### config.mk
export PLATFORM = sky130hd
export DESIGN_NAME = turn_sequencer
export DESIGN_NICKNAME = d
export VERILOG_FILES = /design/src/rtl/turn_sequencer.sv
export SDC_FILE = /design/constraint.sdc
export NUM_CORES = 1
export LEC_CHECK = 0
export CORE_MARGIN = 2
export CORE_UTILIZATION = 25
export DETAILED_ROUTE_END_ITERATION = 7
export GPL_TIMING_DRIVEN = 0
export PLACE_DENSITY = 0.39
export SYNTH_ARGS = -nofsm -noshare
export SYNTH_HDL_FRONTEND = slang
export SYNTH_SLANG_ARGS = --single-unit
### constraint.sdc
create_clock -name clk -period 4.35 [get_ports clk]
set_input_delay 1.305 -clock clk [delete_from_list [all_inputs] [get_ports clk]]
set_output_delay 1.305 -clock clk [all_outputs]
set_load 0.02 [all_outputs]
### src/rtl/turn_sequencer.sv
// Multi-player turn controller feeding snakes_ladders: takes one roll per turn, bounds the move,
// queries the board for the adjusted square, commits it, rotates turns and latches the winner.
module turn_sequencer #(
  parameter int NUM_PLAYERS = 4,
  parameter int WIN_POS     = 100,
  parameter int MAX_SIXES   = 3
) (
  input  logic       clk,
  input  logic       reset,
  input  logic       roll_req,
  input  logic [2:0] dice_value,
  output logic [6:0] sl_query_pos,
  input  logic [6:0] sl_adjusted_pos,
  input  logic [1:0] rd_player,
  output logic [6:0] rd_pos,
  output logic [1:0] cur_player,
  output logic       busy,
  output logic       move_done,
  output logic       bad_roll,
  output logic       win,
  output logic [1:0] winner
);

  localparam int SIX_W = $clog2(MAX_SIXES + 1);

  typedef enum logic [1:0] {IDLE, CALC, LOOKUP, OVER} state_t;

  state_t             state_q;
  logic [2:0]         die_q;
  logic [6:0]         pos_q [4];
  logic [1:0]         cur_q;
  logic [SIX_W-1:0]   six_q;
  logic               bad_q;
  logic               forfeit_q;
  logic [6:0]         query_q;
  logic               busy_q;
  logic               done_q;
  logic               badp_q;
  logic               win_q;
  logic [1:0]         winner_q;

  logic [6:0]         cur_pos_d;
  logic [7:0]         sum_d;
  logic               bad_d;
  logic               forfeit_d;
  logic [6:0]         cand_d;
  logic [1:0]         next_player_d;

  // Refused moves (bad die, forfeit, overshoot) leave the player on its current square.
  function automatic logic [6:0] bounded_move(input logic [6:0] pos, input logic [7:0] sum,
                                              input logic refuse);
    if (refuse || (sum > 8'(WIN_POS)))
      return pos;
    return sum[6:0];
  endfunction

  always_comb begin
    cur_pos_d     = pos_q[cur_q];
    sum_d         = {1'b0, cur_pos_d} + {5'b0, die_q};
    bad_d         = (die_q == 3'd0) || (die_q == 3'd7);
    forfeit_d     = !bad_d && (die_q == 3'd6) && (six_q == SIX_W'(MAX_SIXES - 1));
    cand_d        = bounded_move(cur_pos_d, sum_d, bad_d || forfeit_d);
    next_player_d = (cur_q == 2'(NUM_PLAYERS - 1)) ? 2'd0 : cur_q + 2'd1;
    rd_pos        = (int'(rd_player) < NUM_PLAYERS) ? pos_q[rd_player] : 7'd0;
  end

  always_ff @(posedge clk or posedge reset) begin
    if (reset) begin
      state_q   <= IDLE;
      die_q     <= '0;
      for (int i = 0; i < 4; i++) pos_q[i] <= '0;
      cur_q     <= '0;
      six_q     <= '0;
      bad_q     <= 1'b0;
      forfeit_q <= 1'b0;
      query_q   <= '0;
      busy_q    <= 1'b0;
      done_q    <= 1'b0;
      badp_q    <= 1'b0;
      win_q     <= 1'b0;
      winner_q  <= '0;
    end else begin
      done_q <= 1'b0;
      badp_q <= 1'b0;
      case (state_q)
        IDLE: begin
          if (roll_req) begin
            die_q   <= dice_value;
            busy_q  <= 1'b1;
            state_q <= CALC;
          end
        end
        CALC: begin
          query_q   <= cand_d;
          bad_q     <= bad_d;
          forfeit_q <= forfeit_d;
          state_q   <= LOOKUP;
        end
        LOOKUP: begin
          pos_q[cur_q] <= sl_adjusted_pos;
          done_q       <= 1'b1;
          badp_q       <= bad_q;
          busy_q       <= 1'b0;
          if (sl_adjusted_pos == 7'(WIN_POS)) begin
            win_q    <= 1'b1;
            winner_q <= cur_q;
            state_q  <= OVER;
          end else if ((die_q == 3'd6) && !forfeit_q) begin
            six_q   <= six_q + SIX_W'(1);
            state_q <= IDLE;
          end else begin
            six_q   <= '0;
            cur_q   <= next_player_d;
            state_q <= IDLE;
          end
        end
        OVER:    state_q <= OVER;
        default: state_q <= IDLE;
      endcase
    end
  end

  assign sl_query_pos = query_q;
  assign cur_player   = cur_q;
  assign busy         = busy_q;
  assign move_done    = done_q;
  assign bad_roll     = badp_q;
  assign win          = win_q;
  assign winner       = winner_q;

endmodule

# Word level (Yosys, flattened, before mapping)
# Cells that the tools add are included.
word_totals:
  inputBits: 15
  reg_bits: 52
  wordCells: 74
  out_inout_bits: 22
classes:
  n_lt_le_gt_ge: 4
  add_sub_neg: 3
  n_reduce_logical: 17
  mux: 21
  bitwise: 4
  eq_ne: 9
ops:
  columns: ["cell", "count"]
  rows:
  - ["two-way mux 7 bit", 7]
  - ["binary-select mux 7 bit (select 2 bit)", 2]
  - ["bitwise mux 28 bit", 1]
  - ["demux 7 bit (select 2 bit)", 1]
  - ["adder 7 x 3 -> 8 bit", 1]
  - ["equality test 2 bit (second input constant)", 4]
  - ["greater-than comparator 8 x 7 -> 1 bit (second input constant)", 1]
  - ["two-way mux 2 bit", 4]
  - ["case mux 2 bit (4 select lines)", 1]
  - ["AND reduction 2 bit", 4]
  - ["equality test 7 bit (second input constant)", 1]
  - ["equality test 3 bit (second input constant)", 2]
  - ["greater-or-equal comparator 3 bit (second input constant)", 2]
  - ["inverter 2 -> 3 bit", 2]
  - ["adder 2 x 1 -> 2 bit (second input constant)", 2]
  - ["logical AND 1 bit", 4]
  - ["two-way mux 1 bit", 4]
  - ["zero test 3 bit", 1]
  - ["logical OR 1 bit", 3]
  - ["< comparator 3 x 1 -> 1 bit (second input constant)", 1]
  - ["AND reduction 3 bit", 1]
  - ["equality test 2 x 1 -> 1 bit (second input constant)", 1]
  - ["zero test 1 bit", 2]
  - ["zero test 2 bit", 1]
  - ["other kinds (4)", 5]

# Longest topological paths before layout
depth:
  depth_word: 9
  ltp_mapped: 11
  mapped_depth_nobuf: 9

# Worst setup path after synthesis
# No wires, ideal clock.
synth_timing:
  path_type: "input-to-output"
  startpoint: "in rd_player[0]"
  endpoint: "out rd_pos[0]"
  path_stages: 2
  arrival_time_ns: 2.308
  required_time_ns: 3.045
  path_slack_ns: 0.737
  path_buffers: 1
  path_cell_list: "clkbuf_1 -> mux4_2"
synth_between:
  elab_chain_len: 4
synth_rtl:
  columns: ["item", "line", "text"]
  rows:
  - ["start, declared", "14", "input logic [1:0] rd_player,"]
  - ["inverter 2 -> 3 bit (not written as such)", "64", "rd_pos = (int'(rd_player) < NUM_PLAYERS) ? pos_q[rd_player] : 7'd0;"]
  - ["binary-select mux 7 bit (select 2 bit)", "64", null]
  - ["two-way mux 7 bit (not written as such) (2 in series)", "64", null]
  - ["end, declared", "15", "output logic [6:0] rd_pos,"]
# Every way passes these cells. The select of a mux whose other input is x is not followed.

# Worst setup path in the final report
layout_timing:
  startpoint: "in rd_player[0]"
  endpoint: "out rd_pos[2]"
# The elaborated chain is that of the path after synthesis.

==> flow_summary.json <==
{
  "outcome": "finished clean",
  "tns_ns": 0,
  "via_count": 1980,
  "r2r_start": "cur_player[0]",
  "clock-skew-final_ns": 0.007325,
  "busiest_layer": "met2",
  "drt-initial-drc-count": 74,
  "crit_cells": 3,
  "finalNetCount": 302,
  "fp.dieArea_mm2": 0.01233,
  "diodes": 0,
  "critPathArrivalTime_ns": 2.71,
  "worstHoldStart": "win",
  "core-area_mm2": 0.01132,
  "synth.distinct_cells": 51,
  "crit_path_start": "rd_player[0]",
  "mostFrequentLayoutCells": "dfrtp_1 (52), clkdlybuf4s50_1 (34), mux2_2 (33)",
  "endpoint_kind": "primary output",
  "grt_max_degree": 37,
  "ys_warn_count": 0,
  "critPathMaxStageDelay_ns": 0.57,
  "yosys_register_bits": 52,
  "tritoncts": "built",
  "grt_overflow_total": 0,
  "fin_area_mm2": 0.003558,
  "io_pins": 37,
  "hold_viol": 0,
  "antenna_found_initial": 0,
  "cp_slowest_cell": "mux4_2",
  "use_met1_pct": 16.19,
  "relSlewSlack_pct": 58.37,
  "portBuffers": 34,
  "leakagePower_uw": 0.001445,
  "drv_cap": 0,
  "htreeDepth": 2,
  "post-route-period-util_pct": 92.36,
  "use_met2_pct": 19.67,
  "hold_buffers": 0,
  "first_global_vias": 2087,
  "grt_use_total_pct": 11.95,
  "postPlaceCellArea_mm2": 0.003405,
  "ant_nets": 0,
  "cts_buffer_depth": 2,
  "place_hpwl_mm": 5.041,
  "max_clock_freq_mhz": 248.9,
  "num_rows": 39,
  "critPathKind": "in2out",
  "syn-num-nets": 260,
  "slew_violations": 0,
  "reg2reg_depth": 11,
  "avgRoutedWirePerCell_um": 16.53,
  "final_common_cell": "dfrtp_1",
  "worstMarginPinSlew_ns": 0.6223,
  "fp.dieW_um": 111.1,
  "rrSetupSlack_ns": 0.64,
  "crit_required_ns": 3.04,
  "use_met3_pct": 2.242,
  "dr.pass1.iters": 4,
  "clock_latency_ns": 0.29,
  "wl_mm": 6.974,
  "cts_inserted_buffers": 5,
  "gp_congestion": 0.7387,
  "drive_above_1_share_pct": 24.01,
  "cp_num_buf_inv": 2,
  "die_h_um": 111.1,
  "syn-mean-instance-area_um2": 12.14,
  "synthCells": 236,
  "syn2layout_area_growth_pct": 24.19,
  "setup_viol": 0,
  "whs_ns": 0.4715,
  "vias_per_cell": 4.692,
  "grt_first_pass_wirelength_mm": 11.56,
  "path_max_fanout": 7,
  "clkTransAtPathRegs_ns": 0.07,
  "drcViolationCount": 0,
  "crit_chain": "clkbuf_2, mux4_2, clkdlybuf4s50_1",
  "clock_sinks": 52,
  "cts-root-buf": "clkbuf_16",
  "whs_path_depth": 1,
  "p_per_area_mw_per_mm2": 925.3,
  "finalCriticalPeriod_ns": 4.018,
  "ir_drop_uv": 279.2,
  "netlist_area_mm2": 0.002865,
  "hold_path.class": "reg2reg",
  "yosysSeqAreaShare_pct": 45.41,
  "cp-start-kind": "input pin",
  "cp_top_family": "buffers and inverters",
  "rsz0062_at_grt": "no",
  "start_util_pct": 25.31
}
state kept, by name (all words and copies together), names as in the netlist:
| register | cells |
|---|---|
| pos_q | 28 |
| sl_query_pos | 7 |
| die_q | 3 |
| cur_player | 2 |
| six_q | 2 |
| state_q | 2 |
| winner | 2 |
| bad_q | 1 |
| bad_roll | 1 |
| busy | 1 |
| forfeit_q | 1 |
| move_done | 1 |
| win | 1 |
repair_timing:
action                                  CTS  global route
endpoints found under the setup margin    0             7
buffers inserted                          0             0
gates resized for setup                   0             2
layout make-up:
cell class,instances,area (µm²)
fill,1193,7762
multi-input combinational,168,1481
tap,143,178.9
sequential,52,1301
clock inverter,2,13.76
buffer,10,61.31
clock buffer,6,138.9
inverter,6,22.52
timing repair buffer,35,360.3
power breakdown:
part	switching [µW]	total [µW]	internal, µW
sequential	166	881	714
combinational	1050	2000	947
clock	186	416	231
total	1400	3290	1890
per-layer routing:
metal	vias to the layer above	share of wire, %
li1	958	-
met1	987	47
met2	28	49
met3	7	3.0
met4	0	1.4
met5	-	0
metrics by stage:
step           setup WS (ns)  cells  utilization, %  power (µW)
2_1_floorplan         0.7373    236               -        2318
3_3_place_gp         0.01922    413           29.90        2880
3_5_place_dp        0.009060    414           30.07        2900
4_1_cts              0.01235    422           31.42        3331
5_1_grt               0.2710    422           31.43        3590
6_report              0.3321    422           31.43        3293
synthesized netlist by cell type, drive strengths merged:
cell type	number	area (µm²)
nor2b	7	46.30
maj3	1	10.01
o221ai	1	8.760
nand2b	5	31.28
o211ai	2	15.01
mux2	33	371.6
a22oi	1	7.510
nand3b	1	7.510
inv	5	18.77
a21o	4	31.28
o31ai	5	51.30
fa	1	20.02
mux4	14	330.3
nor2	16	60.06
buf	7	47.55
o22ai	1	6.260
xor2	1	8.760
dfrtp	52	1301
nand4	2	12.51
a21oi	7	35.03
a211oi	3	27.52
and3	2	12.51
ha	8	100.1
mux2i	1	10.01
o31a	2	17.52
nand3	2	10.01
nor4	2	12.51
o21ai	10	50.05
clkinv	1	3.750
o21a	1	7.510
a2bb2oi	1	8.760
xnor2	1	8.760
nand4b	1	8.760
clkbuf	3	12.51
nor3	5	25.02
nand2	19	71.32
or2	3	18.77
and2	2	12.51
nor4bb	1	10.01
or3	1	6.260
a32o	1	10.01
cell families (layout without fill, tap and decap cells):
kind of cell,Yosys count,after routing,synth area share (%)
AND/OR/NAND/NOR,69,69,12.05
flip-flops,52,52,45.41
multiplexers,48,48,24.85
AO/OA/AOI/OAI,39,39,9.651
buffers and inverters,16,59,2.882
adder cells (fa/ha/maj),10,10,4.542
XOR/XNOR,2,2,0.6115
final timing paths:
| path | end |
|---|---|
| max | rd_pos[2] |
| min | win |
| min in group asynchronous | bad_roll |
| min reg2reg | win |
| max in group asynchronous | sl_query_pos[5] |
| max reg2reg | sl_query_pos[3] |
Power figures use the tool's default switching activity.
==> variant 1: new RTL, config.mk and constraints unchanged <==
Re-encode `state_t` (4 states) as one-hot, 4 bits wide.
--- a/src/rtl/turn_sequencer.sv
+++ b/src/rtl/turn_sequencer.sv
@@ -23,7 +23,7 @@
 
   localparam int SIX_W = $clog2(MAX_SIXES + 1);
 
-  typedef enum logic [1:0] {IDLE, CALC, LOOKUP, OVER} state_t;
+  typedef enum logic [3:0] {IDLE = 4'b0001, CALC = 4'b0010, LOOKUP = 4'b0100, OVER = 4'b1000} state_t;
 
   state_t             state_q;
   logic [2:0]         die_q;
Behaviour: same outputs for any inputs over 10 cycles, from zero or initial values and one cycle with reset high; not proved beyond that.
==> variant 1 against the original RTL <==
  * Area after synthesis down 0.17%
  * Routed wire length down 2.7%
  * Count of clock-buffer cells in the layout up 1
  * Power down 18%
  * Design area down 0.21%
  * Clock skew down 4.1 ps
  * Worst setup slack worse by 260 ps
  * Sequential power down 3.5%
  * Synthesized cell count down 1.7%
  * Final cell count down 0.95%
  * Sequential cell count up 2
  * Clock power up 1%
  * Critical endpoint unchanged
  * Highest routed layer unchanged
==> variant 1: results <==
{
  "synth_compound_area_share_pct": 8.40,
  "status": "finished clean",
  "cp.arrival_ps": 2970,
  "grt_use_met2_pct": 19.0,
  "grt_max_degree": 32,
  "grt_util_met1_pct": 15.7,
  "power.leakage_uw": 0.00148,
  "synth_xor_area_share_pct": 0.919,
  "port_buffers": 34,
  "dpl-instance-area_um2": 3400,
  "antennaDiodeCount": 0,
  "pre_cts_ws_ps": 46.3,
  "yosys-top-cells-count": "dfrtp_1, mux2_2, nand2_1, nor2_1, mux4_2",
  "syn_nets": 256,
  "synthTopCellsByArea": "dfrtp_1, mux2_2, mux4_2",
  "ys_seq_area_share_pct": 47.3,
  "nNetsFinal": 298,
  "synth_fa_ha_area_share_pct": 4.20,
  "hpwl_mm": 4.87,
  "worstMarginPinSlew_ps": 686,
  "ys_types": 48,
  "powerDensity_nw_per_um2": 761,
  "track_usage_pct": 11.5,
  "layout-drive-gt1-share_pct": 21.1,
  "cpPeakStageDelay_ps": 600,
  "synthMuxAreaShare_pct": 24.4,
  "place_congestion": 0.715,
  "grt_pass1_wl_mm": 11.2,
  "final.fill_count": 1171,
  "grtUsageMet3_pct": 2.08,
  "ir_worst_vdd_v": 0.000236,
  "skew_ps": 3.19,
  "num_vias": 1978
}
## variant 1: area by class of cell
class | instances | share of cell area, %
Buffer | 7 | 0.951
Clock buffer | 7 | 4.02
Clock inverter | 1 | 0.247
Inverter | 6 | 0.634
Multi-Input combinational cell | 165 | 40.9
Sequential cell | 54 | 38.1
Tap cell | 143 | 5.04
Timing Repair Buffer | 35 | 10.1
## variant 1: critical path, delay by kind of cell
kind	cells	cell delay, ps
multiplexers	1	600
buffers and inverters	2	1070
## variant 1: cells by family (layout without fill, tap and decap cells)
kind of cell               after synthesis  in the layout
adders and majority gates                9              9
buffers and inverters                   13             56
xor gates and xnor gates                 3              3
muxes                                   47             47
AOI/OAI and AO/OA                       36             36
and+or+nand+nor                         70             70
DFF                                     54             54
## variant 1: worst paths after layout
kind | startpoint | slack, ps | depth (start not counted) | end
worst max-delay path | rd_player[0] | 70 | 3 | rd_pos[2]
worst min-delay path | bad_q | 460 | 2 | bad_q
worst max register to register | cur_player[1] | 800 | 10 | sl_query_pos[2]
worst min register to register | bad_q | 460 | 2 | bad_q
max in group asynchronous | reset | 2410 | 3 | sl_query_pos[6]
min in group asynchronous | reset | 1380 | 2 | win
## variant 1: layer usage
| layer | part of all wire (%) | wire length (um) |
|---|---|---|
| met2 | 49 | 3290 |
| met3 | 2.9 | 195 |
| met4 | 0.74 | 50 |
| met5 | 0 | 0 |
| met1 | 48 | 3250 |
## variant 1: stage by stage
step | cells | utilization [%] | hold WS (ps)
5_1_grt | 418 | 31.5 | 505
3_3_place_gp | 409 | 30.0 | 443
6_report | 418 | 31.5 | 459
4_1_cts | 418 | 31.5 | 466
2_1_floorplan | 232 | - | 430
3_5_place_dp | 410 | 30.2 | 448
## variant 1: report_power, final
group | leakage (uW) | internal (uW) | switching, uW
registers | 0.000647 | 701 | 149
logic | 0.000760 | 666 | 763
clock network | 0.0000745 | 232 | 190
total | 0.00148 | 1600 | 1100
==> variant 2: new RTL, same settings <==
Without the edit above. The parameter `MAX_SIXES` goes from 3 to 5.
--- a/src/rtl/turn_sequencer.sv
+++ b/src/rtl/turn_sequencer.sv
@@ -3,7 +3,7 @@
 module turn_sequencer #(
   parameter int NUM_PLAYERS = 4,
   parameter int WIN_POS     = 100,
-  parameter int MAX_SIXES   = 3
+  parameter int MAX_SIXES   = 5
 ) (
   input  logic       clk,
   input  logic       reset,
Formal check against the unedited RTL: not equivalent (Yosys sat finds a counterexample within 10 cycles, from zero or initial values and one cycle with reset high).
==> variant 2 against the original RTL <==
  * Sequential cell count rose by 1
  * Routed wire length grew 1.6%
  * Sequential share of layout area down 0.092 points
  * Die area rose by 2.9%
  * Register-to-register slack gained 20 ps
  * Area after synthesis is 3.1% higher
  * Via count rose by 5.1%
  * Core utilization up 0.28 points
  * Design area rose by 2.2%
  * Critical path depth unchanged
  * Worst setup slack better by 15 ps
  * Critical endpoint is now rd_pos[4]
Power is left out: the tool's default activity adds up to more than one toggle a clock period on the data nets, which glitch-free logic cannot reach.
==> variant 2: results <==
{
  "status": "finished clean",
  "skew_ps": 6.88,
  "met1Wirelength_mm": 3.44,
  "top_layer_used": "met4",
  "grt_pass1_wl_mm": 11.6,
  "worst_hold_path.num_cells": 1,
  "synth_fa_ha_area_share_pct": 4.83,
  "synth_xor_area_share_pct": 0.890,
  "synthTopCellsByArea": "dfrtp_1, mux2_2, mux4_2",
  "r2r_slack_ps": 660,
  "nNetsFinal": 307,
  "synthMuxAreaShare_pct": 23.1,
  "antenna_found_initial": 0,
  "reg2regPathDepth": 10,
  "num_vias": 2081,
  "synth_compound_area_share_pct": 13.5,
  "viasPerCell": 4.88,
  "drt-initial-drc-count": 62,
  "wl_per_cell_um": 16.6,
  "holdPathEnd": "win",
  "top_register": "pos_q",
  "ys_types": 52,
  "hold-worst-slack_ps": 467,
  "relSlewSlack_pct": 63.3,
  "grtUsageMet3_pct": 2.38,
  "clk_path_buf_depth": 2,
  "clkLatencyLatePin_ps": 290,
  "cp.arrival_ps": 2700,
  "layout-drive-gt1-share_pct": 23.3,
  "yosysWarnings": 0,
  "netlist_instances": 240,
  "grt_use_met2_pct": 18.7,
  "dpl.cell_count": 418,
  "track_usage_pct": 11.8,
  "first_pass_iters": 4,
  "critPathMaxFanout": 7,
  "worstReg2RegEnd": "sl_query_pos[6]",
  "hp-class": "flop to flop",
  "yosys-top-cells-count": "dfrtp_1, mux2_2, nand2_1, mux4_2, nor2_1",
  "h-tree-depth": 2,
  "hold_start": "win",
  "met2_length_mm": 3.34,
  "hpwl_mm": 5.23,
  "dpl-instance-area_um2": 3490,
  "port_buffers": 34,
  "place_congestion": 0.776,
  "grt_util_met1_pct": 16.6,
  "synth.largest_area_cell": "dfrtp_1",
  "syn_nets": 265,
  "synthArstFlopShare_pct": 100,
  "pre_cts_ws_ps": 22.1,
  "ys_seq_area_share_pct": 44.9,
  "wl_met3_um": 235
}
[variant 2: cell type report]
class	instances	area (um^2)
Inverter	8	30.0
Timing Repair Buffer	35	360
Multi-Input combinational cell	171	1550
Clock inverter	2	13.8
Buffer	8	47.5
Sequential cell	53	1330
Tap cell	143	179
Clock buffer	6	129
Fill cell	1201	7830
[variant 2: worst max path at each step]
| stage | endpoint | depth (start not counted) | slack, ps |
|---|---|---|---|
| finish | rd_pos[4] | 3 | 350 |
| global route | rd_pos[5] | 3 | 280 |
| CTS | rd_pos[2] | 3 | 7 |
| detailed placement | rd_pos[2] | 3 | 20 |
| global placement | rd_pos[2] | 3 | 4 |
| floorplan | rd_pos[0] | 2 | 740 |
[variant 2: timing repair]
item                       4_1_cts  5_1_grt
setup endpoints to repair        0        5
gates resized for setup          0        2
hold buffers                     0        0
[variant 2: critical path: stages]
cell             delay [ps]
clkbuf_2                270
mux4_2                  560
clkdlybuf4s50_1         560
